### src/rtl/decode_queue.sv
// decode_queue: registered RV32I decode stage with decoded-entry FIFO and load-use hold; `DECODE_RV32M_EN adds M-extension tagging
package control_pkg;
    typedef enum logic [3:0] {ALU_ADD, ALU_SUB, ALU_SLL, ALU_SLT, ALU_SLTU, ALU_XOR, ALU_SRL, ALU_SRA, ALU_OR, ALU_AND} alu_op_t;
    typedef enum logic [2:0] {IMM_NONE, IMM_I, IMM_S, IMM_B, IMM_J, IMM_U} imm_type_t;
    typedef enum logic [1:0] {A_RS1, A_PC, A_ZERO} a_sel_t;
    typedef enum logic {B_RS2, B_IMM} b_sel_t;
    typedef enum logic [1:0] {WB_ALU, WB_MEM, WB_PC4} wb_sel_t;
    typedef enum logic [3:0] {BR_NONE, BR_EQ, BR_NE, BR_LT, BR_GE, BR_LTU, BR_GEU, BR_JAL, BR_JALR} br_type_t;
    typedef struct packed {
        alu_op_t   alu_op;
        logic      regwen;
        imm_type_t imm_type;
        a_sel_t    a_sel;
        b_sel_t    b_sel;
        wb_sel_t   wb_sel;
        br_type_t  br_type;
        logic      mem_read;
        logic      mem_write;
        logic [2:0] mem_funct3;
        logic [4:0] rs1;
        logic [4:0] rs2;
        logic [4:0] rd;
    } control_signals_t;
    localparam control_signals_t CTRL_NOP = '0;
endpackage

module decode_queue
    import control_pkg::*;
#(
    parameter int PC_W        = 32,
    parameter int DEPTH       = 2,
    parameter int STALL_CNT_W = 16
) (
    input  logic                   clk,
    input  logic                   rst_n,
    input  logic                   in_valid,
    output logic                   in_ready,
    input  logic [31:0]            in_instr,
    input  logic [PC_W-1:0]        in_pc,
    input  logic                   flush,
    input  logic                   ex_is_load,
    input  logic [4:0]             ex_rd,
    output logic                   out_valid,
    input  logic                   out_ready,
    output control_signals_t       out_ctrl,
    output logic [31:0]            out_imm,
    output logic [PC_W-1:0]        out_pc,
    output logic                   out_illegal,
`ifdef DECODE_RV32M_EN
    output logic                   out_is_muldiv,
    output logic [2:0]             out_muldiv_op,
`endif
    output logic [STALL_CNT_W-1:0] stall_cnt
);
    localparam int AW = $clog2(DEPTH);
    localparam logic [AW:0] L_FULL = (AW+1)'(DEPTH);

    typedef struct packed {
        control_signals_t ctrl;
        logic [31:0]      imm;
        logic [PC_W-1:0]  pc;
        logic             ill;
        logic             use1;
        logic             use2;
`ifdef DECODE_RV32M_EN
        logic             md;
        logic [2:0]       md_op;
`endif
    } entry_t;

    entry_t                 r_mem [DEPTH];
    logic [AW-1:0]          r_rd_ptr;
    logic [AW-1:0]          r_wr_ptr;
    logic [AW:0]            r_count;
    logic [STALL_CNT_W-1:0] r_stall;

    control_signals_t w_dec;
    entry_t           w_in;
    entry_t           w_head;
    logic [31:0]      w_imm;
    logic [6:0]       w_opc;
    logic [2:0]       w_f3;
    logic [6:0]       w_f7;
    logic             w_bad;
    logic             w_use1;
    logic             w_use2;
    logic             w_nonempty;
    logic             w_hazard;
    logic             w_push;
    logic             w_pop;
`ifdef DECODE_RV32M_EN
    logic             w_md;
`endif

    function automatic alu_op_t f_alu(input logic [2:0] f3, input logic alt);
        case (f3)
            3'b000:  return alt ? ALU_SUB : ALU_ADD;
            3'b001:  return ALU_SLL;
            3'b010:  return ALU_SLT;
            3'b011:  return ALU_SLTU;
            3'b100:  return ALU_XOR;
            3'b101:  return alt ? ALU_SRA : ALU_SRL;
            3'b110:  return ALU_OR;
            default: return ALU_AND;
        endcase
    endfunction

    assign w_opc = in_instr[6:0];
    assign w_f3  = in_instr[14:12];
    assign w_f7  = in_instr[31:25];

    // Decode the offered instruction into control, operand usage and legality
    always_comb begin
        w_dec     = CTRL_NOP;
        w_dec.rs1 = in_instr[19:15];
        w_dec.rs2 = in_instr[24:20];
        w_dec.rd  = in_instr[11:7];
        w_bad     = 1'b0;
        w_use1    = 1'b0;
        w_use2    = 1'b0;
`ifdef DECODE_RV32M_EN
        w_md      = 1'b0;
`endif
        case (w_opc)
            7'b0110011: begin
                w_dec.regwen = 1'b1;
                w_use1 = 1'b1;
                w_use2 = 1'b1;
                if (w_f7 == 7'b0000000) w_dec.alu_op = f_alu(w_f3, 1'b0);
                else if (w_f7 == 7'b0100000 && (w_f3 == 3'b000 || w_f3 == 3'b101)) w_dec.alu_op = f_alu(w_f3, 1'b1);
`ifdef DECODE_RV32M_EN
                else if (w_f7 == 7'b0000001) w_md = 1'b1;
`endif
                else w_bad = 1'b1;
            end
            7'b0010011: begin
                w_dec.regwen = 1'b1;
                w_dec.imm_type = IMM_I;
                w_dec.b_sel = B_IMM;
                w_dec.alu_op = f_alu(w_f3, w_f3 == 3'b101 && w_f7[5]);
                w_use1 = 1'b1;
                w_bad = (w_f3 == 3'b001 && w_f7 != 7'b0000000) || (w_f3 == 3'b101 && w_f7 != 7'b0000000 && w_f7 != 7'b0100000);
            end
            7'b0000011: begin
                w_dec.regwen = 1'b1;
                w_dec.imm_type = IMM_I;
                w_dec.b_sel = B_IMM;
                w_dec.wb_sel = WB_MEM;
                w_dec.mem_read = 1'b1;
                w_dec.mem_funct3 = w_f3;
                w_use1 = 1'b1;
                w_bad = w_f3 == 3'b011 || w_f3 == 3'b110 || w_f3 == 3'b111;
            end
            7'b0100011: begin
                w_dec.imm_type = IMM_S;
                w_dec.b_sel = B_IMM;
                w_dec.mem_write = 1'b1;
                w_dec.mem_funct3 = w_f3;
                w_use1 = 1'b1;
                w_use2 = 1'b1;
                w_bad = w_f3 > 3'b010;
            end
            7'b1100011: begin
                w_dec.imm_type = IMM_B;
                w_dec.alu_op = ALU_SUB;
                w_dec.br_type = (w_f3 == 3'b000) ? BR_EQ : (w_f3 == 3'b001) ? BR_NE : (w_f3 == 3'b100) ? BR_LT :
                                (w_f3 == 3'b101) ? BR_GE : (w_f3 == 3'b110) ? BR_LTU : BR_GEU;
                w_use1 = 1'b1;
                w_use2 = 1'b1;
                w_bad = w_f3[2:1] == 2'b01;
            end
            7'b1101111: begin
                w_dec.regwen = 1'b1;
                w_dec.imm_type = IMM_J;
                w_dec.a_sel = A_PC;
                w_dec.b_sel = B_IMM;
                w_dec.wb_sel = WB_PC4;
                w_dec.br_type = BR_JAL;
            end
            7'b1100111: begin
                w_dec.regwen = 1'b1;
                w_dec.imm_type = IMM_I;
                w_dec.b_sel = B_IMM;
                w_dec.wb_sel = WB_PC4;
                w_dec.br_type = BR_JALR;
                w_use1 = 1'b1;
                w_bad = w_f3 != 3'b000;
            end
            7'b0110111: begin
                w_dec.regwen = 1'b1;
                w_dec.imm_type = IMM_U;
                w_dec.a_sel = A_ZERO;
                w_dec.b_sel = B_IMM;
            end
            7'b0010111: begin
                w_dec.regwen = 1'b1;
                w_dec.imm_type = IMM_U;
                w_dec.a_sel = A_PC;
                w_dec.b_sel = B_IMM;
            end
            7'b0001111, 7'b1110011: begin
            end
            default: w_bad = 1'b1;
        endcase
    end

    assign w_imm = (w_dec.imm_type == IMM_I) ? {{20{in_instr[31]}}, in_instr[31:20]} :
                   (w_dec.imm_type == IMM_S) ? {{20{in_instr[31]}}, in_instr[31:25], in_instr[11:7]} :
                   (w_dec.imm_type == IMM_B) ? {{19{in_instr[31]}}, in_instr[31], in_instr[7], in_instr[30:25], in_instr[11:8], 1'b0} :
                   (w_dec.imm_type == IMM_J) ? {{11{in_instr[31]}}, in_instr[31], in_instr[19:12], in_instr[20], in_instr[30:21], 1'b0} :
                   (w_dec.imm_type == IMM_U) ? {in_instr[31:12], 12'b0} : 32'b0;

    // Assemble the FIFO entry; illegal encodings keep imm/pc but carry NOP control and no operand usage
    always_comb begin
        w_in.ctrl  = w_bad ? CTRL_NOP : w_dec;
        w_in.imm   = w_imm;
        w_in.pc    = in_pc;
        w_in.ill   = w_bad;
        w_in.use1  = w_use1 && !w_bad;
        w_in.use2  = w_use2 && !w_bad;
`ifdef DECODE_RV32M_EN
        w_in.md    = w_md && !w_bad;
        w_in.md_op = w_f3;
`endif
    end

    assign w_head     = r_mem[r_rd_ptr];
    assign w_nonempty = r_count != '0;
    assign w_hazard   = ex_is_load && ex_rd != 5'd0 && !w_head.ill &&
                        ((w_head.use1 && w_head.ctrl.rs1 == ex_rd) || (w_head.use2 && w_head.ctrl.rs2 == ex_rd));
    assign in_ready   = rst_n && !flush && (r_count != L_FULL);
    assign out_valid  = rst_n && w_nonempty && !w_hazard;
    assign w_push     = in_valid && in_ready;
    assign w_pop      = out_valid && out_ready;

    assign out_ctrl      = w_nonempty ? w_head.ctrl : CTRL_NOP;
    assign out_imm       = w_nonempty ? w_head.imm : 32'b0;
    assign out_pc        = w_nonempty ? w_head.pc : '0;
    assign out_illegal   = w_nonempty && w_head.ill;
`ifdef DECODE_RV32M_EN
    assign out_is_muldiv = w_nonempty && w_head.md;
    assign out_muldiv_op = w_nonempty ? w_head.md_op : 3'b0;
`endif
    assign stall_cnt     = r_stall;

    // Entry storage needs no reset: the count alone decides what is visible
    always_ff @(posedge clk) begin
        if (w_push) r_mem[r_wr_ptr] <= w_in;
    end

    // Occupancy and pointers; flush outranks push/pop, pointers wrap by width
    always_ff @(posedge clk) begin
        if (!rst_n || flush) begin
            r_count  <= '0;
            r_rd_ptr <= '0;
            r_wr_ptr <= '0;
        end else begin
            r_count  <= r_count + {{AW{1'b0}}, w_push} - {{AW{1'b0}}, w_pop};
            r_wr_ptr <= w_push ? r_wr_ptr + AW'(1) : r_wr_ptr;
            r_rd_ptr <= w_pop ? r_rd_ptr + AW'(1) : r_rd_ptr;
        end
    end

    // Saturating count of cycles the head is held back by a load-use hazard
    always_ff @(posedge clk) begin
        if (!rst_n) r_stall <= '0;
        else if (w_nonempty && w_hazard && r_stall != '1) r_stall <= r_stall + 1'b1;
    end
endmodule

### config.mk
export PLATFORM = sky130hd
export DESIGN_NAME = decode_queue
export DESIGN_NICKNAME = d
export VERILOG_FILES = /design/src/rtl/decode_queue.sv
export SDC_FILE = /design/constraint.sdc
export NUM_CORES = 1
export LEC_CHECK = 0
export CAP_MARGIN = 20
export CORE_ASPECT_RATIO = 2
export CORE_UTILIZATION = 45
export DETAILED_ROUTE_END_ITERATION = 16
export MAX_ROUTING_LAYER = met4
export PLACE_DENSITY_LB_ADDON = 0.12
export SYNTH_ARGS = -nofsm -noshare
export SYNTH_HDL_FRONTEND = slang
export SYNTH_SLANG_ARGS = --single-unit
### constraint.sdc
create_clock -name clk -period 15.9 [get_ports clk]
set_clock_uncertainty 0.2 [all_clocks]
set_input_delay 2.385 -clock clk [delete_from_list [all_inputs] [get_ports clk]]
set_output_delay 2.385 -clock clk [all_outputs]
set_load 0.02 [all_outputs]
# Yosys cells after proc, flatten, opt, wreduce, memory -nomap -nowiden
# Memories as Yosys holds them, arrays and structs flattened. A register that Yosys moved wholly into a read port is not among the register bits.
# Cells that the tools add are included.
# word_totals
reg_bits,20
ram_bits,208
elab_cells,129
n_memories,1
# mem_list
name,words,width,rd,rd_clocked_by_memory_dff,write_ports,line,source
r_mem,2,104,1,1,1,71,entry_t r_mem [DEPTH];
# op_classes
add_sub_neg,5
order_cmp,1
eq_ne,30
n_mux,40
reduce_logical,48
# op_table
op,count
two-way mux 32 bit,7
case mux 4 bit (7 select lines),3
two-way mux 37 bit,2
"== test 7 x 6 -> 1 bit, second input constant",4
"== test 7 bit, second input constant",4
case mux 4 bit (3 select lines),2
logical AND 1 bit,21
"== test 3 bit, second input constant",6
"adder 16 x 1 -> 16 bit, second input constant",1
"inequality test 16 bit, second input constant",1
case mux 3 bit (5 select lines),1
"== test 7 x 5 -> 1 bit, second input constant",2
two-way mux 1 bit,14
OR reduction 7 bit,2
"== test 3 x 2 -> 1 bit, second input constant",4
two-way mux 3 bit,4
== test 5 bit,2
two-way mux 4 bit,2
case mux 2 bit (2 select lines),2
OR reduction 2 bit,4
"== test 7 x 2 -> 1 bit, second input constant",1
"== test 7 x 4 -> 1 bit, second input constant",1
zero test 7 bit,1
"inequality test 7 x 6 -> 1 bit, second input constant",1
19 further kinds,32

# Longest topological paths before layout
# depth
ltp_word,9
mapped_depth,16

# Worst setup path after synthesis
# OpenSTA, ideal clock, no wires.
# synth_timing
path_kind,input to register
from,input flush
to,memory r_mem[0][0] (netlist bit) (enable)
setup_ps,566
arrival_time_ps,7510
required_ps,15134
setup_slack_ps,7624
cell_stages,4
n_path_buf,0
cell_sequence,nand2b_1 > a21oi_1 > nand2_1 > nor2_1
# synth_between
elab_chain_len,6
# synth_rtl
element,line,source
start: declaration,40,"input logic flush,"
zero test 1 bit,231,assign in_ready = rst_n && !flush && (r_count != L_FULL);
logical AND 1 bit (2 in a row),231,
named net in_ready,37,"output logic in_ready,"
logical AND 1 bit,233,assign w_push = in_valid && in_ready;
two-way mux 1 bit,248,if (w_push) r_mem[r_wr_ptr] <= w_in;
two-way mux 1 bit (implied by the code),248,
end: declaration,71,
# The timed path passes the listed nets, and every way through them passes these cells.

# Final worst setup path
# layout_timing
from,input ex_rd[2]
to,output out_valid
# layout_between
elab_chain_len,6
# layout_rtl
element,line,source
start: declaration,42,"input logic [4:0] ex_rd,"
== test 5 bit or nonzero test 5 bit (tied branches),"230, 229",
logical AND 1 bit (on tied branches),"230, 229",
logical OR 1 bit or logical AND 1 bit (tied branches),"230, 229",
logical AND 1 bit (*),229,assign w_hazard = ex_is_load && ex_rd != 5'd0 && !w_head.ill &&
zero test 1 bit (*),232,assign out_valid = rst_n && w_nonempty && !w_hazard;
logical AND 1 bit (*),232,
end: declaration,43,"output logic out_valid,"
# Every way passes the cells marked *; elsewhere a longest branch is shown, timed or not.

==> results.md <==
- Status: completed
- Setup repair bufs after CTS: 0
- Final-stage net count: 1016
- Num CTS Buffers: 21
- Drt total wl: roughly 24000 um
- Min Tclk post-route: between 7000 and 8000 ps
- WP buf/inv: 2
- Die H: 213 um
- Setup TNS: 0 ps
- Length of routed met2 wiring: approximately 14000 um
- CP startpoint kind: input pin
- Final hold violation count: 0
- Post-synth top area share: 0.619
- Initial antenna violation count: 0
- CTS root buffer: clkbuf_16
- Delay-heaviest family, CP: simple AND/OR/NAND/NOR gates
- Gr ovfl total: 0
- Slowest cell on crit path: clkdlybuf4s50_1
- Post-synthesis sequential area ratio: 0.661
- GPL Wtd Cong: 0.896
- TritonCTS clock tree: yes
- Final slew viol count: 0
- Synth top area cells: edfxtp_1, mux2i_1, nor2_1, dfxtp_1, and2_1
- Mapped cell area: 9990 um^2
- RSZ-0062 raised after global routing: no
- EDFF count, synth: about 200
- DP Area: roughly 12000 um^2
- Average cell area after synthesis: 13.2 um^2
- Vias in the first global route: about 6400
- Die Wd: around 110 um
- Area leader, netlist: edfxtp_1
- WP data arrival: a little under 5000 ps
- Synth Net Count: 837
- Max Fclk: ~0.13 GHz
- Setup violators final: 0
- Clk sink count: 227
- Worst Path Required: 13320 ps
- Cell internal pwr: ~970 uW
- Top FF cell, synth: edfxtp_1
- Cell mode on critical path: clkdlybuf4s50_1
- Switching pwr: 251 uW
- Leak pwr: about 4.2 nW
- Synth Warn #: 0
- Comb pwr share: 0.057
- DRT Pass-1 Iters: 6
- CP cell instances: clkdlybuf4s50_1, or4_1, o211ai_2, nor3_2, nand4_1, and2_4, and3_1, clkdlybuf4s50_1
- # resized after CTS: 0
- H-tree depth: 1
- Final Cycle Share: 0.474
- First-pass GRT wire length: around 36000 um
- Cell variety after synth: a little under 60
- Post-DRT Antenna Nets: 0
- Crit path largest cell delay: 600 ps
- Via Count: ~6600
- CTS Hold Buffers Added: 0
- Clk slew on worst S/H paths: roughly 70 ps
- ANT cells: 0
- Cells after synthesis: roughly 760
- Met3 Wirelength: 1100 um
- DP HPWL: about 16000 um
- Sw Ratio: 0.206
- Hold crit path type: reg2reg
- Rel. slew slack: 0.308
- Die Footprint: around 23000 um^2
- Synthesis-to-layout area growth: 28.3%
- Max_cap viols: 0
- Top Layer Used: met4
- Port-buffer cells: 194
- Element type at the critical path end: output pin
- Power Dens Cells: around 95 nW/um^2
- Largest net degree at the start of global routing: slightly above 60
- Clock latency on the worst-skew pair: around 510 ps
- All-Layer GR Usage: 0.217
- Design Area, Final: roughly 13000 um^2
- Placement Rows: 76
- Maximum vdd drop: 74.7 uV
- Initial core utilization: 0.461
- Post-synth ARST share: 0
- I/O pins: 195
- Core area: 21700 um^2
- Sequential Power Share: 0.537
- # DRC: 0
- DR iter-0 viols: 322
- Yosys reg bits: between 200 and 250
- Via/cell ratio: roughly 5.4
- Metal-1 WL: slightly below 9000 um
- Setup CP Type: in2out
- Clk buf depth: 3
- Worst slew pin tran: 1040 ps
- Clk pwr share: 0.405
- Max FO, Critical Path: 21
- Drt wl/cell: approximately 20 um
- Layout cells sized above 1: 0.0556
## routing by layer
metal  vias to the layer above  track usage
met1                      3246        0.231
met4                         0       0.0775
met5                         -            -
met2                       205        0.408
met3                        30       0.0232
li1                       3143            -
## per-stage QoR
step | instances | power (mW) | worst slack (ps) | hold WS [ps] | utilization
2_1_floorplan | 759 | 0.701 | 7620 | 308 | -
3_3_place_gp | 1188 | 0.738 | 8390 | 274 | 0.561
3_5_place_dp | 1188 | 0.739 | 8360 | 283 | 0.561
4_1_cts | 1226 | 1.23 | 8360 | 293 | 0.591
5_1_grt | 1226 | 1.26 | 8250 | 341 | 0.591
6_report | 1226 | 1.22 | 8360 | 297 | 0.591
## flip-flops by register name (all words and copies together), names as in the netlist, named ones only
name / count
r_wr_ptr: 1
r_count: 2
stall_cnt: 16
r_rd_ptr: 1
r_mem: 206
## worst paths after layout
kind	from	to	slack (ps)	depth (start not counted)
min reg2reg	stall_cnt[5]$_SDFFE_PN0P_	stall_cnt[5]$_SDFFE_PN0P_	300	2
max	ex_rd[2]	out_valid	8360	8
max reg2reg	flop	r_count[1]$_SDFF_PP0_	11320	14
min	stall_cnt[5]$_SDFFE_PN0P_	stall_cnt[5]$_SDFFE_PN0P_	300	2
## power by group through the flow
stage | clock (mW) | sequential [mW] | combinational (mW)
2_1_floorplan | 0 | 0.669 | 0.0321
3_3_place_gp | 0 | 0.668 | 0.0696
3_5_place_dp | 0 | 0.669 | 0.0702
4_1_cts | 0.506 | 0.656 | 0.0707
5_1_grt | 0.531 | 0.656 | 0.0751
6_report | 0.495 | 0.656 | 0.0700
## cells in the mapped netlist (all sizes together), types with 3 or more instances
library cell / instances
nand3: 6
edfxtp: 206
o41ai: 4
nand2: 30
nand4: 8
nor4: 4
nand2b: 10
o31ai: 5
a21o: 20
a31o: 5
o21ai: 10
o21a: 4
xor2: 3
a21oi: 21
nor2b: 5
and2: 31
a22o: 4
buf: 18
inv: 13
nor2: 126
or4: 7
clkbuf: 27
mux2i: 105
xnor2: 12
and3: 10
nor3: 8
o22ai: 3
dfxtp: 21
and4: 3
ha: 3
## tightest hold or removal path, stage by stage (launching register included)
cell and delay [ps]:
dfxtp_1 330, o31ai_1 70, a21oi_1 50
## logic make-up (layout without fill, tap and decap cells)
| logic type | count (synthesis) | in the layout | synth area share |
|---|---|---|---|
| XOR/XNOR | 15 | 15 | 0.0132 |
| buffers and inverters | 59 | 253 | 0.0252 |
| adder cells (fa/ha/maj) | 4 | 4 | 0.00476 |
| AND/OR/NAND/NOR | 255 | 255 | 0.122 |
| multiplexers | 105 | 105 | 0.106 |
| flip-flops | 227 | 227 | 0.661 |
| AO/OA/AOI/OAI | 94 | 94 | 0.0668 |
## cell type report
class | count | area [um^2]
fill | 1816 | 8860
sequential | 227 | 6610
multi-input combinational | 473 | 3160
timing repair buffer | 201 | 1990
clock buffer | 29 | 566
tap | 273 | 342
clock inverter | 9 | 100
inverter | 14 | 52.6
## layout by cell type (no fill, tap or decap), types with 4 or more instances in the layout
cell | netlist | layout
nand2_1 | 30 | 30
and2_1 | 30 | 30
and3_1 | 10 | 10
nand4_1 | 8 | 8
nor4_1 | 4 | 4
buf_4 | 1 | 7
nor3_1 | 6 | 6
nand2b_1 | 10 | 10
a22o_1 | 4 | 4
inv_1 | 12 | 12
nor2_1 | 126 | 123
edfxtp_1 | 206 | 206
xnor2_1 | 12 | 12
o31ai_1 | 5 | 5
clkbuf_16 | 0 | 21
a21oi_1 | 21 | 21
o21ai_0 | 10 | 10
or4_1 | 7 | 7
nor2b_1 | 5 | 5
dfxtp_1 | 21 | 20
o21a_1 | 4 | 4
nand3_1 | 6 | 6
clkbuf_1 | 27 | 7
mux2i_1 | 104 | 104
a21o_1 | 20 | 20
a31o_2 | 5 | 5
clkdlybuf4s50_1 | 0 | 194
o41ai_1 | 4 | 4
clkinv_2 | 0 | 4
No activity file was read; power rests on OpenSTA's default activity.
==> variant: new RTL, same flow settings <==
The option `DECODE_RV32M_EN` is turned on by a define.
--- a/src/rtl/decode_queue.sv
+++ b/src/rtl/decode_queue.sv
@@ -1,4 +1,6 @@
 // decode_queue: registered RV32I decode stage with decoded-entry FIFO and load-use hold; `DECODE_RV32M_EN adds M-extension tagging
+`define DECODE_RV32M_EN
+
 package control_pkg;
     typedef enum logic [3:0] {ALU_ADD, ALU_SUB, ALU_SLL, ALU_SLT, ALU_SLTU, ALU_XOR, ALU_SRL, ALU_SRA, ALU_OR, ALU_AND} alu_op_t;
     typedef enum logic [2:0] {IMM_NONE, IMM_I, IMM_S, IMM_B, IMM_J, IMM_U} imm_type_t;
Function (old outputs only; new: out_is_muldiv and out_muldiv_op): changed (Yosys sat finds a counterexample within 4 cycles, from zero or initial values and one cycle with rst_n low).
==> variant against the unedited design <==
  * Register-to-register slack got worse by 0.02 ns
  * Largest cell class unchanged
  * Worst hold slack got worse by 0.018 ns
  * Clock power increased by 3%
  * Final cell count increased by 4.6%
  * Area after synthesis increased by 4.5%
  * Power increased by 3.5%
  * Wire length increased by 1.8%
  * First-iteration DRC count increased by 4.0%
  * Final area increased by 4.2%
  * Setup slack improved by 0.083 ns
  * Sequential cell count increased by 8
  * Sequential share of layout area decreased by 0.26 points
  * Via count increased by 3.3%
==> variant: results (changes against the unedited design) <==
Status
  – Status: completed

Place
  – Worst slack, placed: 8.42 ns (+0.0614 ns)
  – Gpl congestion: 0.885 (-1.3%)
  – Post-DP Area: 12,700 sq um (+4.2%)
  – IO buf count: 198 (+2.1%)
  – DP Wirelength: 16,800 um (+3.0%)

STA
  – Max-slew headroom: 29.0% (-1.8 points)
  – Final worst path period need: 7.46 ns (-0.0835 ns)

Layout
  – Final Net Count: 1,065 (+4.8%)

Logic synthesis
  – Adder-Cell Fraction of Synth Area: 0.359% (-0.12 points)
  – XOR/XNOR share of the synthesized area: 0.922% (-0.39 points)
  – Syn Nets: 882 (+5.4%)
  – Top cells by area, synth: edfxtp_1, mux2i_1, nor2_1
  – Sequential fraction of the synthesis area: 65.6% (-0.57 points)
  – Post-synth EDFFs: 214 (+3.9%)

Global route
  – Vias in the first global route: 6,809 (+5.9%)
  – Initial antenna violation count: 1 (+1)
  – Largest net degree at the start of global routing: 78 (+26%)
  – Global-route wire length before repair: 37,100 um (+3.4%)

Power and ir drop
  – Total internal power: 1.01 mW (+4.1%)
  – Max IR drop VDD: 71.6 uV (-4.2%)
  – P_leak: 4.33 nW (+3.3%)

Clock network
  – Inserted Clock Buffers: 22 (+4.8%)

Critical path
  – FF-to-FF setup slack: 11.30 ns (-0.02 ns)
  – Worst EP arrival: 4.87 ns (-0.08 ns)

Routing
  – DRC marker count from the first detailed-route iteration: 335 (+4.0%)
  – Vias per cell: 5.34 (-1.2%)
  – Wirelength per Cell: 19.1 um (-2.7%)
[variant: path summary, 6_finish.rpt]
path | cells past startpoint | end | from
worst max-delay path | 8 | out_valid | ex_rd[1]
worst min-delay path | 2 | stall_cnt[12]$_SDFFE_PN0P_ | stall_cnt[12]$_SDFFE_PN0P_
worst max register to register | 15 | r_count[1]$_SDFF_PP0_ | flop
worst min register to register | 2 | stall_cnt[12]$_SDFFE_PN0P_ | stall_cnt[12]$_SDFFE_PN0P_
[variant: metrics by stage]
| stage | util [%] | total power, mW | std cells | hold WS, ns |
|---|---|---|---|---|
| after floorplan | - | 0.730 | 804 | 0.280 |
| after global placement | 55.7 | 0.768 | 1243 | 0.264 |
| after detailed placement | 55.7 | 0.769 | 1243 | 0.274 |
| after CTS | 58.7 | 1.28 | 1281 | 0.283 |
| after global routing | 58.7 | 1.30 | 1282 | 0.313 |
| final | 58.7 | 1.26 | 1282 | 0.279 |
[variant: power groups by stage]
| stage | registers (mW) | clock network, mW | logic [mW] |
|---|---|---|---|
| global route | 0.679 | 0.544 | 0.0820 |
| global placement | 0.692 | 0 | 0.0757 |
| finish | 0.679 | 0.509 | 0.0757 |
| detailed placement | 0.692 | 0 | 0.0765 |
| CTS | 0.679 | 0.525 | 0.0768 |
| floorplan | 0.694 | 0 | 0.0361 |
[variant: critical path, cell delays in order]
cell and delay, ns:
clkdlybuf4s50_1 0.48, or4_1 0.56, o211ai_2 0.19, nor3_1 0.10
nand4_1 0.12, and2_4 0.25, and3_1 0.19, clkdlybuf4s50_1 0.60
[variant: area by class of cell]
class | count | area, sq um
Tap cell | 280 | 350
Inverter | 13 | 48.8
Sequential cell | 235 | 6850
Multi-Input combinational cell | 508 | 3360
Antenna cell | 1 | 2.50
Clock buffer | 31 | 606
Fill cell | 1880 | 9390
Clock inverter | 7 | 85.1
Timing Repair Buffer | 207 | 2050
[variant: kinds of logic (layout without fill, tap and decap cells)]
group                      count (synthesis)  in the layout
and+or+nand+nor                          289            289
DFF                                      235            235
muxes                                    116            116
AOI/OAI and AO/OA                         89             89
buffers and inverters                     61            258
xor gates and xnor gates                  11             11
adders and majority gates                  3              3
other                                      0              1
[variant: layer usage]
metal | part of all wire, % | global-route usage [%] | vias to the layer above
li1 | - | - | 3303
met4 | 2.1 | 6.62 | 0
met5 | 0 | - | -
met3 | 4.8 | 3.53 | 31
met1 | 36 | 21.7 | 3318
met2 | 57 | 40.6 | 188
